--- config.mk ---
export PLATFORM = sky130hd
export DESIGN_NAME = instr_fetch_unit
export DESIGN_NICKNAME = d
export VERILOG_FILES = /design/src/rtl/rv_fetch_pkg.sv /design/src/rtl/fetch_fifo.sv /design/src/rtl/instr_fetch_unit.sv
export SDC_FILE = /design/constraint.sdc
export NUM_CORES = 1
export LEC_CHECK = 0
export CORE_MARGIN = 8
export CORE_UTILIZATION = 52
export DETAILED_ROUTE_END_ITERATION = 6
export HOLD_SLACK_MARGIN = 0.05
export PLACE_DENSITY = 0.85
export SETUP_SLACK_MARGIN = 0.3
export SYNTH_ARGS = -nofsm -noshare
export SYNTH_HDL_FRONTEND = slang
export SYNTH_SLANG_ARGS = --single-unit
--- constraint.sdc ---
create_clock -name clk -period 9.4 [get_ports clk]
set_clock_uncertainty 0.05 [all_clocks]
set_input_delay 1.88 -clock clk [delete_from_list [all_inputs] [get_ports clk]]
set_output_delay 1.88 -clock clk [all_outputs]
set_load 0.05 [all_outputs]
--- src/rtl/rv_fetch_pkg.sv ---
// Shared types and constants for the RV32I instruction fetch front end.
package rv_fetch_pkg;

  localparam int unsigned XLEN = 32;
  localparam logic [XLEN-1:0] NOP_INSTR = 32'h0000_0013;

  typedef enum logic [1:0] {
    S_BOOT,
    S_RUN,
    S_DRAIN
  } fetch_state_t;

  typedef struct packed {
    logic [XLEN-1:0] pc;
    logic [XLEN-1:0] instr;
  } fetch_entry_t;

endpackage

--- src/rtl/fetch_fifo.sv ---
// Small synchronous FIFO holding fetched {pc, instr} pairs for decode.
module fetch_fifo
  import rv_fetch_pkg::*;
#(
  parameter int unsigned DEPTH = 2
) (
  input  logic                     clk,
  input  logic                     rst_n,
  input  logic                     push,
  input  logic                     pop,
  input  logic                     flush,
  input  fetch_entry_t             din,
  output fetch_entry_t             head,
  output logic [$clog2(DEPTH):0]   count,
  output logic                     empty,
  output logic                     full
);

  localparam int PW = $clog2(DEPTH);
  localparam int CW = PW + 1;

  fetch_entry_t    mem [DEPTH];
  logic [PW-1:0]   rd_ptr;
  logic [PW-1:0]   wr_ptr;
  logic            do_push;
  logic            do_pop;

  assign empty   = (count == '0);
  assign full    = (count == CW'(DEPTH));
  assign do_pop  = pop & ~empty;
  assign do_push = push & (~full | do_pop);
  assign head    = mem[rd_ptr];

  always_ff @(posedge clk or negedge rst_n) begin
    if (!rst_n) begin
      rd_ptr <= '0;
      wr_ptr <= '0;
      count  <= '0;
    end else if (flush) begin
      rd_ptr <= '0;
      wr_ptr <= '0;
      count  <= '0;
    end else begin
      if (do_push) wr_ptr <= wr_ptr + PW'(1);
      if (do_pop)  rd_ptr <= rd_ptr + PW'(1);
      count <= count + CW'(do_push) - CW'(do_pop);
    end
  end

  always_ff @(posedge clk) begin
    if (do_push && !flush) mem[wr_ptr] <= din;
  end

endmodule

--- src/rtl/instr_fetch_unit.sv ---
// Fetch stage: PC generation, credit-limited imem requests, redirect
// handling with stale-response draining, and buffering toward decode.
module instr_fetch_unit
  import rv_fetch_pkg::*;
#(
  parameter logic [31:0] RESET_PC = 32'h0000_0000,
  parameter int unsigned DEPTH    = 2
) (
  input  logic        clk,
  input  logic        rst_n,
  output logic        imem_req_valid,
  input  logic        imem_req_ready,
  output logic [31:0] imem_addr,
  input  logic        imem_rsp_valid,
  input  logic [31:0] imem_rsp_data,
  input  logic        redirect_valid,
  input  logic [31:0] redirect_pc,
  output logic        instr_valid,
  input  logic        instr_ready,
  output logic [31:0] instruct,
  output logic [31:0] pc_out
);

  localparam int PW = $clog2(DEPTH);
  localparam int CW = PW + 1;
  localparam logic [CW:0] DEPTH_X = (CW+1)'(DEPTH);

  fetch_state_t    state, state_nxt;
  logic [31:0]     fetch_pc, fetch_pc_nxt;
  logic [CW-1:0]   outstanding, outstanding_nxt;
  logic [CW-1:0]   drop_cnt, drop_cnt_nxt;
  logic [31:0]     pcq [DEPTH];
  logic [PW-1:0]   pcq_wr, pcq_rd;
  logic [CW-1:0]   count;
  logic            empty;
  logic            fifo_full_unused;
  logic            unused_pc_bits;
  fetch_entry_t    head, push_entry;
  logic            req_fire, rsp_fire, push, pop, flush, credit_ok;

  assign unused_pc_bits = ^redirect_pc[1:0];

  // Buffered entries count against credit so a returning response always has room.
  assign credit_ok      = ({1'b0, outstanding} + {1'b0, count}) < DEPTH_X;
  assign imem_req_valid = (state == S_RUN) && credit_ok;
  assign imem_addr      = fetch_pc;
  assign req_fire       = imem_req_valid & imem_req_ready;
  assign rsp_fire       = imem_rsp_valid & (outstanding != '0);
  assign pop            = instr_valid & instr_ready;
  assign push_entry     = '{pc: pcq[pcq_rd], instr: imem_rsp_data};

  always_comb begin
    state_nxt       = state;
    fetch_pc_nxt    = fetch_pc;
    drop_cnt_nxt    = drop_cnt;
    push            = 1'b0;
    flush           = 1'b0;
    outstanding_nxt = outstanding + CW'(req_fire) - CW'(rsp_fire);
    case (state)
      S_BOOT:  state_nxt = S_RUN;
      S_RUN: begin
        if (req_fire) fetch_pc_nxt = fetch_pc + 32'd4;
        push = rsp_fire;
      end
      S_DRAIN: begin
        if (rsp_fire) begin
          drop_cnt_nxt = drop_cnt - CW'(1);
          if (drop_cnt == CW'(1)) state_nxt = S_RUN;
        end
      end
      default: state_nxt = S_BOOT;
    endcase
    if (redirect_valid) begin
      fetch_pc_nxt = {redirect_pc[31:2], 2'b00};
      flush        = 1'b1;
      push         = 1'b0;
      drop_cnt_nxt = outstanding_nxt;
      state_nxt    = (outstanding_nxt != '0) ? S_DRAIN : S_RUN;
    end
  end

  always_ff @(posedge clk or negedge rst_n) begin
    if (!rst_n) begin
      state       <= S_BOOT;
      fetch_pc    <= RESET_PC;
      outstanding <= '0;
      drop_cnt    <= '0;
      pcq_wr      <= '0;
      pcq_rd      <= '0;
    end else begin
      state       <= state_nxt;
      fetch_pc    <= fetch_pc_nxt;
      outstanding <= outstanding_nxt;
      drop_cnt    <= drop_cnt_nxt;
      if (redirect_valid) begin
        pcq_wr <= '0;
        pcq_rd <= '0;
      end else begin
        if (req_fire) pcq_wr <= pcq_wr + PW'(1);
        if (rsp_fire && state == S_RUN) pcq_rd <= pcq_rd + PW'(1);
      end
    end
  end

  always_ff @(posedge clk) begin
    if (req_fire && !redirect_valid) pcq[pcq_wr] <= fetch_pc;
  end

  fetch_fifo #(.DEPTH(DEPTH)) u_fifo (
    .clk   (clk),
    .rst_n (rst_n),
    .push  (push),
    .pop   (pop),
    .flush (flush),
    .din   (push_entry),
    .head  (head),
    .count (count),
    .empty (empty),
    .full  (fifo_full_unused)
  );

  assign instr_valid = ~empty;
  assign instruct    = empty ? NOP_INSTR : head.instr;
  assign pc_out      = empty ? 32'h0 : head.pc;

  rsp_tracked_a: assert property (@(posedge clk) disable iff (!rst_n)
    imem_rsp_valid |-> (outstanding != '0));

endmodule

==> Word-level counts from Yosys, hierarchy flattened <==
Memories as Yosys holds them, arrays and structs flattened.
Index checks and enable logic that the tools add are counted.
W data, S select, Z words.
{ "totals": {"ff_bits": 44, "latchBits": 0, "ram_bits": 192, "romBits": 0, "input_bits": 70, "out_inout_bits": 98, "word_cells": 87, "n_memories": 2} }
{ "memory_table": {"columns": ["name", "words", "width", "read_ports", "rd_clocked_by_memory_dff", "wr", "line_no", "rtl"], "rows": [
  ["u_fifo.mem", 2, 64, 1, 0, 1, "fetch_fifo.sv:22", "fetch_entry_t mem [DEPTH];"],
  ["pcq", 2, 32, 1, 0, 1, "instr_fetch_unit.sv:32", "logic [31:0] pcq [DEPTH];"]
]} }
{ "classes": {"addsub": 11, "n_mul": 0, "div_mod_pow": 0, "n_lt_le_gt_ge": 1, "eq_ne": 7, "shift": 0, "muxes": 29, "bitwise": 8, "reduce_logical": 20} }
{ "op_table": {"columns": ["cell", "count"], "rows": [
  ["$mux W32", 5],
  ["$add A32 B3 Y32 const B", 1],
  ["$reduce_bool A2 Y1", 9],
  ["$mux W2", 8],
  ["$mux W1", 15],
  ["$ne A3 B3 Y1 const B", 2],
  ["$pmux W2 S3", 1],
  ["$and A1 B1 Y1", 5],
  ["$add A1 B1 Y1 const B", 4],
  ["$add A2 B1 Y2", 2],
  ["$eq A2 B1 Y1 const B", 2],
  ["$eq A2 B2 Y1 const B", 2],
  ["$logic_and A1 B1 Y1", 4],
  ["$logic_not A2 Y1", 2],
  ["$reduce_and A2 Y1", 2],
  ["$sub A2 B1 Y2", 2],
  ["$add A2 B2 Y3", 1],
  ["$lt A3 B2 Y1 const B", 1],
  ["$reduce_and A3 Y1", 1],
  ["$logic_not A1 Y1", 2],
  ["$ne A2 B2 Y1 const B", 1],
  ["$not A1 Y1", 2],
  ["$sub A2 B1 Y2 const B", 1],
  ["$or A1 B1 Y1", 1]
]} }

==> Logic depth before layout (Yosys ltp) <==
{ "depth": {"word_depth": 9, "mapped_depth": 12, "mapped_depth_nobuf": 11} }

==> Hierarchy <==
From an unflattened synthesis, not the netlist that was laid out.
{ "hier_totals": {"hier_cells": 648, "hier_area_um2": 9725.6} }
{ "modules_own_cells": {"columns": ["mod", "n_inst", "cells_each", "area_each_um2", "seq_area_each_um2"], "rows": [
  ["fetch_fifo", 1, 228, 4902.2, 3943.8],
  ["instr_fetch_unit", 1, 420, 4823.4, 2752.6]
]} }

==> Worst setup path after synthesis <==
Ideal clock, no wire load.
{ "synth_path": {"path_kind": "input to register", "startpoint": "input port imem_rsp_valid", "endpoint": "register u_fifo.wr_ptr", "setup_ps": 111, "arrival_ps": 8681, "required_time_ps": 9239, "path_slack_ps": 558, "stages": 4, "path_buffers": 0, "cell_sequence": "o21a_1 > nand3_1 > nor4_1 > o21bai_1"} }
{ "synth_between": {"elab_chain_cells": 5} }
{ "synth_rtl": {"columns": ["element", "line_no", "rtl"], "rows": [
  ["start, declared", "instr_fetch_unit.sv:14", "input logic imem_rsp_valid,"],
  ["$and A1 B1 Y1", "instr_fetch_unit.sv:48", "assign rsp_fire = imem_rsp_valid & (outstanding != '0);"],
  ["$mux W1", "instr_fetch_unit.sv:59", "case (state)"],
  ["$mux W1", "instr_fetch_unit.sv:73", "if (redirect_valid) begin"],
  ["$and A1 B1 Y1", "fetch_fifo.sv:31", "assign do_push = push & (~full | do_pop);"],
  ["$reduce_bool A2 Y1 (no source line)", null, null],
  ["end signal, assigned", "fetch_fifo.sv:44", "if (do_push) wr_ptr <= wr_ptr + PW'(1);"],
  ["end, declared", "fetch_fifo.sv:24", "logic [PW-1:0] wr_ptr;"]
]} }
No other way between the ends.
A chain may end at the register's enable or synchronous reset.

==> Final worst setup path <==
{ "layout_path": {"startpoint": "register u_fifo.count[0]", "endpoint": "output port imem_req_valid"} }
{ "layout_between": {"elab_chain_cells": 3} }
{ "layout_rtl": {"columns": ["element", "line_no", "rtl"], "rows": [
  ["start, declared", "fetch_fifo.sv:14", "output logic [$clog2(DEPTH):0] count,"],
  ["start signal, assigned", "fetch_fifo.sv:46", "count <= count + CW'(do_push) - CW'(do_pop);"],
  ["$add A2 B2 Y3", "instr_fetch_unit.sv:44", "assign credit_ok = ({1'b0, outstanding} + {1'b0, count}) < DEPTH_X;"],
  ["$lt A3 B2 Y1", "instr_fetch_unit.sv:44", null],
  ["$logic_and A1 B1 Y1", "instr_fetch_unit.sv:45", "assign imem_req_valid = (state == S_RUN) && credit_ok;"],
  ["end, declared", "instr_fetch_unit.sv:11", "output logic imem_req_valid,"]
]} }
No other way between the ends.

==> results list <==
- Outcome: finished, final reports clean
- Chip width: 149 µm
* Buffer levels on the longest clock path: 3
- Of the synthesized area, sequential elements account for 0.711.
* Synthesized cell area: 0.00924 mm²
- Relative area change from synthesis to final layout: 27.2%
- Timing would allow up to 0.188 GHz.
* Detailed router's first-iteration violation count: ~340
- Final hold violations: 0
- Clock tree root driver cell: clkbuf_16
- Min setup slack post-route: 4.07 ns
- Reported leakage power: about 0.0039 µW
- Ratio of cells with drive above 1 in the final layout: 0.0995
* Max-slew headroom at the worst pin: 0.176
- Counting the buffers created by CTS gives 23.
* Number of design rule violations left after detail routing: 0
- For this run, the total global-route usage over all layers was measured as 0.187.
- The count of buffers added on input and output ports is 161.
* Worst setup EP type: output pin
- The first global-routing pass estimated 32800 µm of wire.
- Count of mapped cells out of synthesis: 624
* Clock-pin slew on the worst setup and hold paths: 0.06 ns
* Vertical extent of the die: 149 µm
- Using the TritonRoute via totals, the vias-per-cell ratio works out to 5.59.
- Standard-cell row count: 48
- Detailed routing inserted a total of 5750 vias.
* Starting Density: 0.533
- Entering global routing, the biggest net connects 64 pins.
* Final setup violation count: 0
- Counting flops and latches in the post-synthesis netlist gives 226.
- TritonCTS built the clock tree.
* Clock sink count: 226
- Setup Buffers After CTS: 0
- In this run the number of H-tree levels came out at 1.
- The share of synthesized area in the top cell type comes to 0.598.
- Traced cell by cell, the critical path runs through and2_1 > fa_1 > nor4b_4 > clkdlybuf4s50_1.
- Data arrives at the worst endpoint at 3.40 ns.
* Commonest cells post-synth: edfxtp_1 (184), nor2_1 (85), mux2i_1 (64)
- Together, buffers and inverters on the worst path number 1.
* Class of the most critical setup path: reg2out
- Initial antenna violation count: 0
* Final critical-path required period: 5.33 ns
- Summed over all instances, the cell type with the most area after synthesis is edfxtp_1.
- Wires add up to between 20000 and 25000 µm.
- Grouping stages by cell kind, the critical path spends the most delay in simple AND/OR/NAND/NOR gates.
- The worst-case IR drop observed on VDD is between 200 and 250 µV.
* Remaining Overflow, GRT: 0
- Die ar.: 0.0223 mm²
- During synthesis, Yosys emitted a total of 0 warnings.
- Gates resized during post-CTS repair numbered 0.
- Core area: 0.0174 mm²
* Maximum cell stage delay along the critical path: 0.96 ns
- Of all flip-flops after synthesis, the portion carrying an async set or reset was 0.186.
- Skew-Pair Late Insertion Delay: between 0.4 and 0.5 ns
- Nets@finish: roughly 870
- Routability-driven placement finished with a final weighted congestion of 0.814.
- In this run, synthesis inferred 184 flip-flops with an integrated enable.
- Diode count: 0
- Max-Cap Viols: 0
- The pre-antenna-repair detailed-routing pass consisted of 4 iterations.
- Adding up every negative setup slack in the final design gives 0 ns.
- Final worst-path cycle share: 0.567
- Each instance of the synthesized netlist takes up on average ~15 µm².
- Number of max-slew violations in the final report: 0
* RSZ-0062 raised after global routing: false
* Data required, critical path: roughly 7.5 ns
- For the pin with the worst max-slew slack, the measured transition is 1.23 ns.
- Prior to clock tree synthesis, the placed netlist has a worst setup slack of about 4.6 ns.
- Yosys attributes the largest share of cell area to edfxtp_1 (60%), dfrtp_1 (11%), mux2i_1 (6.9%), mux2_2 (3.8%), nor2_1 (3.5%).
- In this run the worst hold path is classified as reg2reg.
* Most frequently used flop master after synthesis: edfxtp_1
- Power per Cell Area: 300 mW/mm²
* Maximum net fanout on the critical path: 15
* Most common cell in the netlist: edfxtp_1
- DRT antenna net count: 0
* Synth unique cells: 39
- CP max-delay cell: clkdlybuf4s50_1
* Detail Placement HPWL: 14200 µm
- Hold repair after CTS inserted 0 buffers.
* Number of top-level design ports: 168
* Fill cells: 1182
* Per-cell routed wire length: 20.5 µm
* Setup crit start kind: flip-flop
* Via count of the first global-routing pass: 6140
power breakdown:
| part | switching (µW) | internal [µW] | total, µW |
|---|---|---|---|
| combinational | 907 | 482 | 1390 |
| clock | 352 | 470 | 822 |
| sequential | 122 | 1200 | 1320 |
| total | 1380 | 2150 | 3530 |
path summary, 6_finish.rpt:
check	start	to	slack (ns)	cells after the start
worst max-delay path	u_fifo.count[0]$_DFF_PN0_	imem_req_valid	4.07	4
worst min register to register	imem_addr[31]$_DFFE_PN0P_	pcq[1][31]$_DFFE_PP_	0.48	0
max in group asynchronous	rst_n	u_fifo.rd_ptr$_DFFE_PN0P_	7.08	1
worst max register to register	u_fifo.count[0]$_DFF_PN0_	state[1]$_DFFE_PN0P_	5.37	11
min in group asynchronous	rst_n	imem_addr[19]$_DFFE_PN0P_	1.50	1
worst min-delay path	imem_addr[31]$_DFFE_PN0P_	pcq[1][31]$_DFFE_PP_	0.48	0
state kept, by name, summed over array words and instances (netlist names):
| name | flops |
|---|---|
| u_fifo.mem | 124 |
| pcq | 60 |
| imem_addr | 30 |
| drop_cnt | 2 |
| outstanding | 2 |
| state | 2 |
| u_fifo.count | 2 |
| pcq_rd | 1 |
| pcq_wr | 1 |
| u_fifo.rd_ptr | 1 |
| u_fifo.wr_ptr | 1 |
per-layer routing:
| metal | up-vias | track usage | wire length [µm] |
|---|---|---|---|
| met1 | 2823 | 0.219 | 8380 |
| met3 | 48 | 0.0388 | 1400 |
| met4 | 0 | 0.0641 | 619 |
| met2 | 217 | 0.333 | 10700 |
| met5 | - | 0 | 0 |
| li1 | 2662 | - | - |
kinds of logic after synthesis:
logic type	synth area share
XOR/XNOR	0.0152
multiplexers	0.107
adder cells (fa/ha/maj)	0.0103
flip-flops	0.711
AND/OR/NAND/NOR	0.0949
buffers and inverters	0.0217
AO/OA/AOI/OAI	0.0391
other	0.000406
final cells by class:
| class | instances | area [µm²] | share of cell area |
|---|---|---|---|
| clock buffers | 35 | 641 | 0.0545 |
| clock inverters | 6 | 36.3 | 0.00309 |
| inverters | 10 | 37.5 | 0.00319 |
| multi-input cells | 356 | 2500 | 0.213 |
| flip-flops and latches | 226 | 6580 | 0.559 |
| well taps | 225 | 282 | 0.0239 |
| repair buffers | 171 | 1680 | 0.143 |
metrics by stage:
stage	hold WS [ns]	utilization	power (µW)	instance area, µm²	cells
6_report	0.482	0.678	3530	11800	1029
5_1_grt	0.514	0.678	3680	11800	1029
4_1_cts	0.486	0.678	3560	11800	1029
3_5_place_dp	0.467	0.639	2740	11100	988
3_3_place_gp	0.448	0.639	2700	11100	988
2_1_floorplan	0.448	-	2270	9260	627
cells in the final DEF, fill, tap and decap left out, types with 4 or more instances in the layout:
cell type        instances
or3_1                    6
and3_1                   5
and4_1                   5
nand2_1                 25
o31ai_1                 15
a31oi_1                 21
nor2_1                  84
clkbuf_16               23
o21ai_0                 15
clkdlybuf4s50_1        160
dfrtp_1                 41
ha_1                     6
clkbuf_1                10
and2_1                   4
conb_1                   4
xor2_1                  10
nand3_1                  7
mux2i_1                 64
inv_1                    9
edfxtp_1               184
nand4_1                 14
or4_1                   15
xnor2_1                  6
buf_4                   10
mux2_2                  31
No activity file was read; power rests on OpenSTA's default activity.
